`src/rtl/calc_rpn_core.sv`:
```
// calc_rpn_core: RPN calculator engine. Takes decoded key events, keeps a signed
// operand stack and a digit-entry register, and drives the sign-magnitude display
// value plus error/depth status.
// Ports: clk, reset (async active-low), ev/key (one key per ev pulse, no backpressure),
//   value/neg/valid (displayed operand), err (sticky), depth (stack occupancy),
//   disp_en (one-cycle reload pulse, one cycle after each accepted key).
// Optional feature macro: CALC_RPN_MUL_EN enables key 0xC as multiply; when it is
//   undefined, 0xC is ignored and no multiplier exists.
module calc_rpn_core #(
  parameter int VAL_W       = 36,
  parameter int MAX_DIGITS  = 9,
  parameter int STACK_DEPTH = 4
) (
  input  logic                               clk,
  input  logic                               reset,
  input  logic                               ev,
  input  logic [3:0]                         key,
  output logic [VAL_W-1:0]                   value,
  output logic                               neg,
  output logic                               valid,
  output logic                               err,
  output logic [$clog2(STACK_DEPTH+1)-1:0]   depth,
  output logic                               disp_en
);

  localparam int EW = VAL_W + 1;
  localparam int PW = 2 * EW;
  localparam int DW = $clog2(STACK_DEPTH + 1);
  localparam int NW = $clog2(MAX_DIGITS + 1);

  localparam logic [1:0] S_IDLE  = 2'd0;
  localparam logic [1:0] S_ENTRY = 2'd1;
  localparam logic [1:0] S_ERROR = 2'd2;

  function automatic logic [PW-1:0] pow10(input int n);
    logic [PW-1:0] p;
    p = PW'(1);
    for (int i = 0; i < n; i++) p = p * PW'(10);
    return p;
  endfunction

  // Largest legal magnitude of any entry or result.
  localparam logic signed [PW-1:0] LIM = pow10(MAX_DIGITS) - PW'(1);
  localparam logic signed [EW-1:0] TEN = EW'(10);

  logic [1:0]             state_q, state_d;
  logic signed [EW-1:0]   entry_q, entry_d;
  logic [NW-1:0]          ndig_q, ndig_d;
  logic [DW-1:0]          depth_q, depth_d;
  logic                   disp_en_q, disp_en_d;
  // Index 0 is the top of stack; pushes shift everything toward higher indices.
  logic signed [EW-1:0]   stk_q [STACK_DEPTH];
  logic signed [EW-1:0]   stk_d [STACK_DEPTH];

  logic                   ok, is_op;
  logic [DW-1:0]          dtmp;
  logic signed [EW-1:0]   dv, x, y, pv, src;
  logic signed [PW-1:0]   r_wide;

  always_comb begin
    state_d   = state_q;
    entry_d   = entry_q;
    ndig_d    = ndig_q;
    depth_d   = depth_q;
    stk_d     = stk_q;
    disp_en_d = 1'b0;
    ok        = 1'b1;
    dtmp      = depth_q;
    dv        = $signed(EW'(key));
    x         = stk_q[0];
    y         = stk_q[1];
    pv        = (state_q == S_ENTRY) ? entry_q : stk_q[0];
    r_wide    = '0;
    is_op     = (key == 4'hA) || (key == 4'hB)
`ifdef CALC_RPN_MUL_EN
                || (key == 4'hC)
`endif
                ;

    if (ev) begin
      if (key == 4'hF) begin
        state_d   = S_IDLE;
        entry_d   = '0;
        ndig_d    = '0;
        depth_d   = '0;
        disp_en_d = 1'b1;
        for (int i = 0; i < STACK_DEPTH; i++) stk_d[i] = '0;
      end else if (state_q != S_ERROR) begin
        if (key <= 4'd9) begin
          // While E is zero, leading zeros do not consume the digit budget.
          if (state_q != S_ENTRY || entry_q == '0) begin
            entry_d   = dv;
            ndig_d    = (key != 4'd0) ? NW'(1) : '0;
            state_d   = S_ENTRY;
            disp_en_d = 1'b1;
          end else if (ndig_q < NW'(MAX_DIGITS)) begin
            // A negated entry keeps growing in magnitude.
            entry_d   = entry_q[EW-1] ? entry_q * TEN - dv : entry_q * TEN + dv;
            ndig_d    = ndig_q + NW'(1);
            disp_en_d = 1'b1;
          end
        end else if (key == 4'hD) begin
          if (state_q == S_ENTRY || depth_q != '0) begin
            disp_en_d = 1'b1;
            if (depth_q == DW'(STACK_DEPTH)) begin
              state_d = S_ERROR;
            end else begin
              for (int i = STACK_DEPTH - 1; i > 0; i--) stk_d[i] = stk_q[i-1];
              stk_d[0] = pv;
              depth_d  = depth_q + DW'(1);
              state_d  = S_IDLE;
              entry_d  = '0;
              ndig_d   = '0;
            end
          end
        end else if (is_op) begin
          disp_en_d = 1'b1;
          if (state_q == S_ENTRY) begin
            if (depth_q == DW'(STACK_DEPTH)) begin
              ok = 1'b0;
            end else begin
              for (int i = STACK_DEPTH - 1; i > 0; i--) stk_d[i] = stk_q[i-1];
              stk_d[0] = entry_q;
              dtmp     = depth_q + DW'(1);
            end
          end
          if (dtmp < DW'(2)) ok = 1'b0;
          x = stk_d[0];
          y = stk_d[1];
          if (key == 4'hA)      r_wide = PW'(y) + PW'(x);
          else if (key == 4'hB) r_wide = PW'(y) - PW'(x);
`ifdef CALC_RPN_MUL_EN
          else                  r_wide = PW'(y) * PW'(x);
`endif
          if (r_wide > LIM || r_wide < -LIM) ok = 1'b0;
          if (ok) begin
            stk_d[0] = r_wide[EW-1:0];
            for (int i = 1; i < STACK_DEPTH - 1; i++) stk_d[i] = stk_d[i+1];
            stk_d[STACK_DEPTH-1] = '0;
            depth_d = dtmp - DW'(1);
            state_d = S_IDLE;
            entry_d = '0;
            ndig_d  = '0;
          end else begin
            // Failed operation leaves the stack exactly as it was before the key.
            stk_d   = stk_q;
            depth_d = depth_q;
            state_d = S_ERROR;
          end
        end else if (key == 4'hE) begin
          if (state_q == S_ENTRY) begin
            entry_d   = -entry_q;
            disp_en_d = 1'b1;
          end else if (depth_q != '0) begin
            stk_d[0]  = -stk_q[0];
            disp_en_d = 1'b1;
          end
        end
      end
    end
  end

  always_ff @(posedge clk or negedge reset) begin
    if (!reset) begin
      state_q   <= S_IDLE;
      entry_q   <= '0;
      ndig_q    <= '0;
      depth_q   <= '0;
      disp_en_q <= 1'b0;
      for (int i = 0; i < STACK_DEPTH; i++) stk_q[i] <= '0;
    end else begin
      state_q   <= state_d;
      entry_q   <= entry_d;
      ndig_q    <= ndig_d;
      depth_q   <= depth_d;
      disp_en_q <= disp_en_d;
      for (int i = 0; i < STACK_DEPTH; i++) stk_q[i] <= stk_d[i];
    end
  end

  always_comb begin
    if (state_q == S_ENTRY)                      src = entry_q;
    else if (state_q == S_IDLE && depth_q != '0) src = stk_q[0];
    else                                         src = '0;
  end

  // -0 has a clear sign bit, so it shows as positive zero.
  assign neg     = src[EW-1];
  assign value   = neg ? VAL_W'(-src) : VAL_W'(src);
  assign valid   = (state_q != S_ERROR);
  assign err     = (state_q == S_ERROR);
  assign depth   = depth_q;
  assign disp_en = disp_en_q;

endmodule

```
`config.mk`:
```
export PLATFORM = sky130hd
export DESIGN_NAME = calc_rpn_core
export DESIGN_NICKNAME = d
export VERILOG_FILES = /design/src/rtl/calc_rpn_core.sv
export SDC_FILE = /design/constraint.sdc
export NUM_CORES = 1
export LEC_CHECK = 0
export CAP_MARGIN = 10
export CELL_PAD_IN_SITES_DETAIL_PLACEMENT = 1
export CELL_PAD_IN_SITES_GLOBAL_PLACEMENT = 2
export CORE_MARGIN = 2
export CORE_UTILIZATION = 39
export DETAILED_ROUTE_END_ITERATION = 8
export GPL_ROUTABILITY_DRIVEN = 1
export HOLD_SLACK_MARGIN = 0.03
export PLACE_DENSITY = 0.9
export RECOVER_POWER = 100
export SLEW_MARGIN = 5
export SYNTH_ARGS = -nofsm -noshare
export SYNTH_HDL_FRONTEND = slang
export SYNTH_SLANG_ARGS = --single-unit
```
`constraint.sdc`:
```
create_clock -name clk -period 7.2 [get_ports clk]
set_input_delay 1.08 -clock clk [delete_from_list [all_inputs] [get_ports clk]]
set_output_delay 1.08 -clock clk [all_outputs]
set_load 0.02 [all_outputs]
```
Word-level counts from Yosys, hierarchy flattened
Cells that the tools add are included.
{"block": "classes", "n_eq_ne": 22, "n_mux": 102, "mul": 1, "n_reduce_logical": 25, "addsub": 10, "n_lt_le_gt_ge": 5}
{"operator": "two-way mux 148 bit", "count": 15}
{"operator": "two-way mux 37 bit", "count": 20}
{"operator": "two-way mux 74 bit", "count": 8}
{"operator": "two-way mux 111 bit", "count": 1}
{"operator": "greater-than comparator 74 x 31 -> 1 bit, second input constant", "count": 1}
{"operator": "less-than comparator 74 x 31 -> 1 bit, second input constant", "count": 1}
{"operator": "negator 37 bit", "count": 2}
{"operator": "two-way mux 3 bit", "count": 15}
{"operator": "two-way mux 4 bit", "count": 10}
{"operator": "adder 37 x 37 -> 38 bit", "count": 1}
{"operator": "subtractor 37 x 37 -> 38 bit", "count": 1}
{"operator": "adder 37 x 5 -> 37 bit", "count": 1}
{"operator": "zero test 37 bit", "count": 1}
{"operator": "multiplier 37 x 4 -> 36 bit, second input constant", "count": 1}
{"operator": "subtractor 37 x 5 -> 37 bit", "count": 1}
{"operator": "two-way mux 36 bit", "count": 1}
{"operator": "negator 36 bit", "count": 1}
{"operator": "two-way mux 1 bit", "count": 23}
{"operator": "equality test 4 bit, second input constant", "count": 5}
{"operator": "nonzero test 4 bit", "count": 5}
{"operator": "two-way mux 2 bit", "count": 9}
{"operator": "AND reduction 8 bit", "count": 2}
{"operator": "AND reduction 7 bit", "count": 2}
{"operator": "AND reduction 10 bit", "count": 1}
{"operator": "27 further kinds", "count": 37}
{"block": "word_totals", "elab_cells": 174, "output_inout_bits": 43, "ff_bits": 195}

Depth between registers and ports, before layout
Gate-level depths: netlist (run 1).
{"block": "logic_depth", "depth_word": 33, "depth_mapped": 27, "depth_no_buf": 23}

Least setup slack after synthesis (run 1)
No wires, ideal clock.
{"block": "synth_timing", "path_type": "reg2reg", "start": "register depth_q[0] (netlist: depth[0])", "end": "register stk_q[100] (netlist name)", "arrival_time_ns": 5.770, "required_ns": 7.075, "setup_time_ns": 0.125, "path_buffers": 4, "setup_slack_ns": 1.305, "stages_incl_launch_ff": 24, "path_cell_list": "dfrtp_1 > inv_1 > ha_1 > a21oi_1 > clkbuf_1 > buf_1 > nand2_1 > nand2_1 > ha_1 > a21oi_1 > o31a_1 > mux2i_1 > nand3_1 > or4_1 > o41ai_1 > nor4_1 > o31a_1 > o2111a_1 > nor3_4 > o21ba_4 > o211a_4 > buf_12 > buf_12 > mux2_4"}
{"block": "synth_via", "elab_chain_len": 29, "elab_cells_between_ends": 49}
{"item": "from (decl)", "line_no": "49", "text": "logic [DW-1:0] depth_q, depth_d;"}
{"item": "from (signal assigned)", "line_no": "175", "text": "depth_q <= depth_d;"}
{"item": "equality test 3 bit", "line_no": "105, 119"}
{"item": "two-way mux 148 bit", "line_no": "119", "text": "if (depth_q == DW'(STACK_DEPTH)) begin"}
{"item": "two-way mux 148 bit", "line_no": "118", "text": "if (state_q == S_ENTRY) begin"}
{"item": "two-way mux 148 bit", "line_no": "116", "text": "end else if (is_op) begin"}
{"item": "two-way mux 148 bit", "line_no": "102", "text": "end else if (key == 4'hD) begin"}
{"item": "two-way mux 148 bit", "line_no": "89", "text": "if (key <= 4'd9) begin"}
{"item": "two-way mux 148 bit", "line_no": "88", "text": "end else if (state_q != S_ERROR) begin"}
{"item": "two-way mux 148 bit", "line_no": "81", "text": "if (key == 4'hF) begin"}
{"item": "(+13 left out)"}
{"item": "two-way mux 1 bit", "line_no": "116"}
{"item": "two-way mux 1 bit", "line_no": "102"}
{"item": "two-way mux 1 bit", "line_no": "89"}
{"item": "two-way mux 1 bit", "line_no": "88"}
{"item": "two-way mux 1 bit", "line_no": "81"}
{"item": "two-way mux 1 bit", "line_no": "80", "text": "if (ev) begin"}
{"item": "nonzero test 3 bit (no source line)"}
{"item": "AND reduction 8 bit (no source line) (*)"}
{"item": "to (decl)", "line_no": "52", "text": "logic signed [EW-1:0] stk_q [STACK_DEPTH];"}
Mark *: on every way between the ends. The rest lies on a longest branch, timed or not. The select of a mux whose other input is x is not followed.
A chain may end at the register's enable or synchronous reset.

Worst setup path in the final report (run 1)
{"block": "layout_timing", "start": "register depth_q[0] (netlist: depth[0])", "end": "register stk_q[32] (netlist name)"}
{"block": "layout_via", "elab_chain_len": 29, "elab_cells_between_ends": 48}
{"item": "equality test 3 bit", "line_no": "105, 119"}
{"item": "two-way mux 148 bit", "line_no": "119"}
{"item": "two-way mux 148 bit", "line_no": "118"}
{"item": "two-way mux 148 bit", "line_no": "116"}
{"item": "two-way mux 148 bit", "line_no": "102"}
{"item": "two-way mux 148 bit", "line_no": "89"}
{"item": "two-way mux 148 bit", "line_no": "88"}
{"item": "two-way mux 148 bit", "line_no": "81"}
{"item": "(+13 left out)"}
{"item": "two-way mux 1 bit", "line_no": "116"}
{"item": "two-way mux 1 bit", "line_no": "102"}
{"item": "two-way mux 1 bit", "line_no": "89"}
{"item": "two-way mux 1 bit", "line_no": "88"}
{"item": "two-way mux 1 bit", "line_no": "81"}
{"item": "two-way mux 1 bit", "line_no": "80"}
{"item": "nonzero test 3 bit (no source line)"}
{"item": "AND reduction 7 bit (no source line) (*)"}
Marked as above.

==> run summary, run 1 <==
Cts hold-fix bufs: 0
Layout cell share with drive strength beyond 1: 5.72%
DP Area: 23,100 sq um
CP max FO: 70
HPWL Detailed: 64,100 um
Vias: 22,292
Worst slack at placement: 0.251 ns
Initial Utilization: 39.3%
Worst slew pin tran: 4.97 ns
Violated checks: max-capacitance violations, max-slew violations
Net Sw Frac: 57.7%
Worst path bufs/invs: 3
Setup Skew: 0.0168 ns
CP max stage delay: 0.67 ns
DR pass1 iterations: 5
Routed Antenna Nets: 0
Overflow after GRT: 0
Average wire per standard cell: 23.3 um
Num Clock Sinks: 195
Die W: 242 um
CP Class: reg -> reg
Dominant cell type by area after synthesis: dfrtp_1
RR Startpoint: depth[0]$_DFFE_PN0P_
I/O Pins: 50
Maxcap violations: 2
Drt via density: 6.21
Syn Inst Count: 2,899
Initial antenna violation count: 1
CP Capture Type: flip-flop
Overall Power: 12.7 mW
Fillers: 6,960
Avg Cell Area, Syn: 7.61 sq um
Final Setup Violations: 0
Largest net degree at the start of global routing: 151
Asr flop ratio synth: 100%
WP data required: 7.63 ns
WHS: 0.521 ns
Syn Nets: 3,064
DRC Markers: 0
Pwr dens: 540 nW/um^2
Placer Congestion: 0.944
Final WL: 83,600 um
Unique masters post-synth: 104
Core occupancy in the finished layout: 41.8%
Worst Setup SP: depth[0]$_DFFE_PN0P_
Fmax: 145 MHz
Clock slew at reported path FFs: 0.08 ns
Unrepaired setup endpoints after global routing: yes
HP Start: stk_q[49]$_DFFE_PN0P_
Peak VDD IR: 240 uV
Post-synth top area share: 22.1%
Final critical-path required period: 6.87 ns
Final setup TNS: 0 ns
Final Net Count: 2,986
Status: finished, violations left
Clock share of power: 8.0%
Cell-internal power: 5.36 mW
Reg power frac: 18.0%
Post-synth EDFFs: 0
Site Rows: 87
Clk Latency, worst-skew pair: 0.52 ns
Final worst-path setup slack: 0.327 ns
Multi-input gate area: 15,500 sq um
Startpoint types: flip-flop
Final non-filler cell total: 3,589
CP cell instances: inv_1 -> ha_1 -> nand2_1 -> nand2_2 -> buf_12 -> nor2_1 -> a21o_1 -> ha_1 -> nand4_1 -> a2111oi_2 -> o211ai_1 -> nand2_1 -> a21oi_1 -> a221oi_2 -> mux2i_1 -> a2111o_1 -> nor4_2 -> o21a_2 -> o21bai_2 -> a211oi_4 -> buf_12 -> mux2i_1
Die Y: 242 um
Fin area: 23,500 sq um
DR iter-0 viols: 1,610
Endpoints failing hold: 0
First-pass GRT wire length: 133,000 um
Ant diodes: 0
Share of the yosys chip area belonging to registers: 22.1%
Normalized max-slew margin: -231%
Max-slew violations: 159
Lkg Pwr: 10.1 nW
Cell family with most CP delay: compound AO/OA/AOI/OAI gates
TritonCTS clock tree: built
Syn Std Cell Area: 22,100 sq um
Clock root buffer: clkbuf_16
Top_reg_cell synth: dfrtp_1
Placed cells: 3,558
Hold Path Class: reg -> reg
Seq. cell area: 4880 sq um
Clock Path Buffers: 2
Number of global-route vias before repair: 22,823
PortBufs: 49
H-tree depth: 4
GR Util All Layers: 28.2%
Synth warnings: 0
Synth area leaders: dfrtp_1 (22%), ha_1 (8.7%), nand2_1 (6.7%)
P&R area growth vs syn: 6.35%
Crit path arrival time: 7.30 ns
Comb power frac: 74.0%
CP max-delay cell: a2111oi_2
CORE AREA: 56,200 sq um
Synth Register Bits: 195
TritonCTS Buffers: 17
Sw power: 7.32 mW
DIE AREA: 58,500 sq um
Final period util: 95.5%
## routing by layer
layer,wire [um],global-route usage (%),vias to the layer above
met2,39700,47.0,578
met5,0,0,-
met3,3450,3.05,131
met1,37300,37.4,11255
met4,3110,11.5,0
li1,-,-,10328
## worst reg2reg max path, cell delays in order (launching register included)
cell	delay, ns
dfrtp_1	0.43
inv_1	0.15
ha_1	0.32
nand2_1	0.15
nand2_2	0.29
buf_12	0.33
nor2_1	0.09
a21o_1	0.19
ha_1	0.51
nand4_1	0.20
a2111oi_2	0.68
o211ai_1	0.33
nand2_1	0.20
a21oi_1	0.10
a221oi_2	0.22
mux2i_1	0.20
a2111o_1	0.43
nor4_2	0.46
o21a_2	0.31
o21bai_2	0.22
a211oi_4	0.35
buf_12	0.33
mux2i_1	0.31
## path summary, 6_finish.rpt
path / slack [ns] / end / cells past startpoint
max: 0.33 / stk_q[32]$_DFFE_PN0P_ / 22
min: 0.52 / stk_q[49]$_DFFE_PN0P_ / 1
max reg2reg: 0.33 / stk_q[32]$_DFFE_PN0P_ / 22
min reg2reg: 0.52 / stk_q[49]$_DFFE_PN0P_ / 1
max in group asynchronous: 1.10 / stk_q[123]$_DFFE_PN0P_ / 2
min in group asynchronous: 2.36 / stk_q[65]$_DFFE_PN0P_ / 1
## cells by family after synthesis
logic type,synth area share [%]
adder cells (fa/ha/maj),9.17
multiplexers,7.68
flip-flops,22.1
AND/OR/NAND/NOR,22.1
buffers and inverters,7.00
XOR/XNOR,5.48
AO/OA/AOI/OAI,26.4
## synth_stat cells (all sizes together) (8+ instances only)
cell and count:
nor4 39, o21bai 16, or4 16, nor2 259
o31ai 19, a21o 34, o21ai 216, a221oi 29
nand2b 23, nand3b 14, dfrtp 195, nand4 26
nor3b 10, mux2i 58, clkbuf 152, nor3 81
a2111oi 9, xor2 54, a22o 73, o21a 14
a21boi 8, o2111ai 9, mux2 79, and2 15
buf 49, a211o 10, nor2b 17, inv 162
a211oi 37, a31oi 31, nand3 44, ha 153
or3 36, a21oi 203, and3 25, o211ai 23
a22oi 44, nand2 392, o22ai 18, xnor2 84
## final cells by class
| type | instances | area share [%] |
|---|---|---|
| Clock inverter | 13 | 0.634 |
| Tap cell | 756 | 4.03 |
| Timing Repair Buffer | 104 | 3.96 |
| Inverter | 163 | 2.61 |
| Sequential cell | 195 | 20.8 |
| Multi-Input combinational cell | 2340 | 66.1 |
| Clock buffer | 18 | 1.87 |
## repair_timing
item,4_1_cts,5_1_grt
gates resized for setup,0,5
setup endpoints to repair,0,129
buffers inserted,0,0
## power by group through the flow
stage,sequential (mW),combinational (mW),clock (mW)
after floorplan,1.78,6.82,0
after global placement,2.27,9.06,0
after detailed placement,2.29,9.35,0
after CTS,2.28,9.40,1.04
after global routing,2.34,10.3,1.08
final,2.28,9.38,1.01
## registers in the layout, indices dropped and copies added (netlist names)
register	cells
entry_q	37
disp_en	1
depth	3
stk_q	148
state_q	2
ndig_q	4
## layout by cell type, fill, tap and decap left out, types with 25 or more instances in the layout
cell and n:
nand4_1 26, nor3_1 76, nor2_1 256, nor4_1 36, a21o_1 34, dfrtp_1 195
mux2_1 55, a22o_1 73, a22oi_1 44, a21oi_1 202, nand2_1 391, or3_1 30
inv_1 162, xnor2_1 84, buf_4 43, dlygate4sd3_1 38, a31oi_1 31, mux2i_1 58
and3_1 25, a211oi_1 34, o21ai_0 210, nand3_1 44, xor2_1 54, ha_1 152
a221oi_1 28
No activity file was read; power rests on OpenSTA's default activity.
==> run 2, diff against run 1 <==
Settings changed: CORE_ASPECT_RATIO set to 0.7.
==> run summary, run 2 (same netlist as run 1, synthesis figures left out) <==
Max-slew violations: 108 (-32%)
Placed cells: 3,573 (+0.42%)
CP Class: reg -> reg
Site Rows: 72 (-17%)
DIE AREA: 58,500 sq um (about the same)
Ant diodes: 0 (unchanged)
Fin area: 23,800 sq um (+1.4%)
I/O Pins: 50 (unchanged)
Setup slack, reg-to-reg: 0.32 ns (about the same)
Fmax: 145 MHz (-0.14%)
Hold path endpoint: stk_q[32]$_DFFE_PN0P_
Pwr dens: 559 nW/um^2 (+3.6%)
Setup Skew: 0.0135 ns (-0.00333 ns)
Clock slew at reported path FFs: 0.08 ns (about the same)
Routed Antenna Nets: 0 (unchanged)
Lkg Pwr: 10.3 nW (+1.9%)
Number of global-route vias before repair: 23,353 (+2.3%)
Layout cell share with drive strength beyond 1: 7.64% (+1.9 points)
Final period util: 95.6% (+0.13 points)
Final critical-path required period: 6.88 ns (+0.00964 ns)
Unrepaired setup endpoints after global routing: no
Multi-input gate area: 15,600 sq um (+0.57%)
GR Util All Layers: 30.3% (+2.1 points)
CP max FO: 22 (-69%)
CORE AREA: 55,600 sq um (-1.0%)
Num Clock Sinks: 195 (unchanged)
Post-CTS Setup Inserts: 0 (unchanged)
P&R area growth vs syn: 7.84%
Final setup TNS: 0 ns (unchanged)
Worst r2r path cells: 22 (unchanged)
Fillers: 6,768 (-2.8%)
DR pass1 iterations: 5 (unchanged)
Met2 Wirelength: 37,600 um (-5.2%)
Endpoints failing hold: 0 (unchanged)
Clk Latency, worst-skew pair: 0.47 ns (-0.05 ns)
Status: finished, violations left
Normalized max-slew margin: -274% (-43 points)
Met1 wire length: 42,500 um (+14%)
Drt via density: 6.42 (+3.3%)
Crit path arrival time: 7.23 ns (-0.07 ns)
RR Startpoint: depth[0]$_DFFE_PN0P_
DP Area: 23,300 sq um (+0.97%)
TritonCTS Buffers: 17 (unchanged)
Final WL: 89,400 um (+7.0%)
Seq. cell area: 4880 sq um (unchanged)
Placer Congestion: 0.978 (+3.7%)
HPWL Detailed: 68,800 um (+7.3%)
DR iter-0 viols: 2,328 (+45%)
Largest reg by FF count: stk_q
Hold Path Class: reg -> reg
Clock Path Buffers: 2 (unchanged)
Max FFs per register: 148 (unchanged)
Reg2reg end: stk_q[55]$_DFFE_PN0P_
Violated checks: max-capacitance violations, max-slew violations
TritonCTS clock tree: built
Vias: 23,138 (+3.8%)
Initial Utilization: 39.7% (+0.41 points)
Final Net Count: 3,017 (+1.0%)
Clock root buffer: clkbuf_16
Hold path depth: 2 (+1)
Average wire per standard cell: 24.8 um (+6.5%)
Max Used Layer: met5
WP data required: 7.55 ns (-0.08 ns)
Die W: 288 um (+19%)
Worst slew pin tran: 5.61 ns (+0.640 ns)
DRC Markers: 0 (unchanged)
Peak VDD IR: 287 uV (+20%)
Commonest non-fill, non-tap cell in the layout: nand2_1
H-tree depth: 4 (unchanged)
Most frequent cells in the layout: nand2_1 (391), nor2_1 (256), o21ai_0 (211)
Biggest regs: stk_q x148, entry_q x37, ndig_q x4
HP Start: stk_q[32]$_DFFE_PN0P_
PortBufs: 49 (unchanged)
Maxcap violations: 1 (-1)
Die Y: 203 um (-16%)
CP Capture Type: flip-flop
WL met3: 7860 um (+130%)
Startpoint types: flip-flop
Initial antenna violation count: 2 (+1)
Final non-filler cell total: 3,605 (+0.45%)
Final Setup Violations: 0 (unchanged)
Largest net degree at the start of global routing: 108 (-28%)
Overflow after GRT: 0 (unchanged)
First-pass GRT wire length: 139,000 um (+5.1%)
Cts hold-fix bufs: 0 (unchanged)
## run 2: metrics by stage
stage          hold WS (ns)  total power [mW]  setup WS (ns)  utilization [%]
2_1_floorplan         0.494              8.60           1.30                -
4_1_cts               0.526              13.1          0.483             43.1
6_report              0.527              13.3          0.317             42.8
3_3_place_gp          0.504              11.7          0.730             42.0
5_1_grt               0.551              14.3        0.00125             42.8
3_5_place_dp          0.513              12.0          0.526             42.0
## run 2: cell type report
cell class              count  share of cell area, %
clock inverters            12                  0.689
inverters                 163                   2.57
flip-flops and latches    195                   20.5
multi-input cells        2340                   65.6
repair buffers            135                   4.86
clock buffers              20                   1.92
well taps                 740                   3.89
## run 2: timing repair
| action | in CTS | in global routing |
|---|---|---|
| hold endpoints to repair | 0 | 0 |
| resized for setup | 0 | 1 |
| endpoints found under the setup margin | 0 | 3 |
## run 2: critical path, stage by stage, from the launching register on
cell and delay [ns]:
dfrtp_1 0.43, inv_1 0.13, ha_1 0.30, nand2_1 0.15, nand2_2 0.37, buf_12 0.21, nor2_1 0.05, a21o_1 0.20
ha_1 0.51, nand2_1 0.17, nor2_1 0.25, nand4b_1 0.43, a211o_1 0.43, a211oi_1 0.27, o22ai_1 0.14, a21oi_1 0.17
xor2_1 0.42, nor4b_1 0.31, and4_1 0.53, o21ba_4 0.22, o211a_4 0.37, clkbuf_2 0.33, mux2_4 0.33
## run 2: how the worst max path moves through the flow
| stage | startpoint | endpoint | slack (ns) |
|---|---|---|---|
| floorplan | depth[0]$_DFFE_PN0P_ | stk_q[100]$_DFFE_PN0P_ | 1.30 |
| global placement | depth[0]$_DFFE_PN0P_ | stk_q[90]$_DFFE_PN0P_ | 0.73 |
| detailed placement | depth[0]$_DFFE_PN0P_ | stk_q[89]$_DFFE_PN0P_ | 0.53 |
| CTS | depth[0]$_DFFE_PN0P_ | stk_q[98]$_DFFE_PN0P_ | 0.48 |
| global route | depth[0]$_DFFE_PN0P_ | stk_q[99]$_DFFE_PN0P_ | 0.001 |
| finish | depth[0]$_DFFE_PN0P_ | stk_q[55]$_DFFE_PN0P_ | 0.32 |
## run 2: where the power goes
part           internal (mW)  total [mW]  switching (mW)  leakage [nW]
clock network          0.573        1.05           0.473         0.303
logic                   3.50        10.0            6.52          7.53
registers               1.47        2.25           0.777          2.51
## run 2: per-layer routing
layer / up-vias / GRT usage, %
met5: - / 0
met4: 2 / 6.48
met3: 105 / 5.55
met2: 1011 / 45.0
met1: 11623 / 45.3
li1: 10397 / -
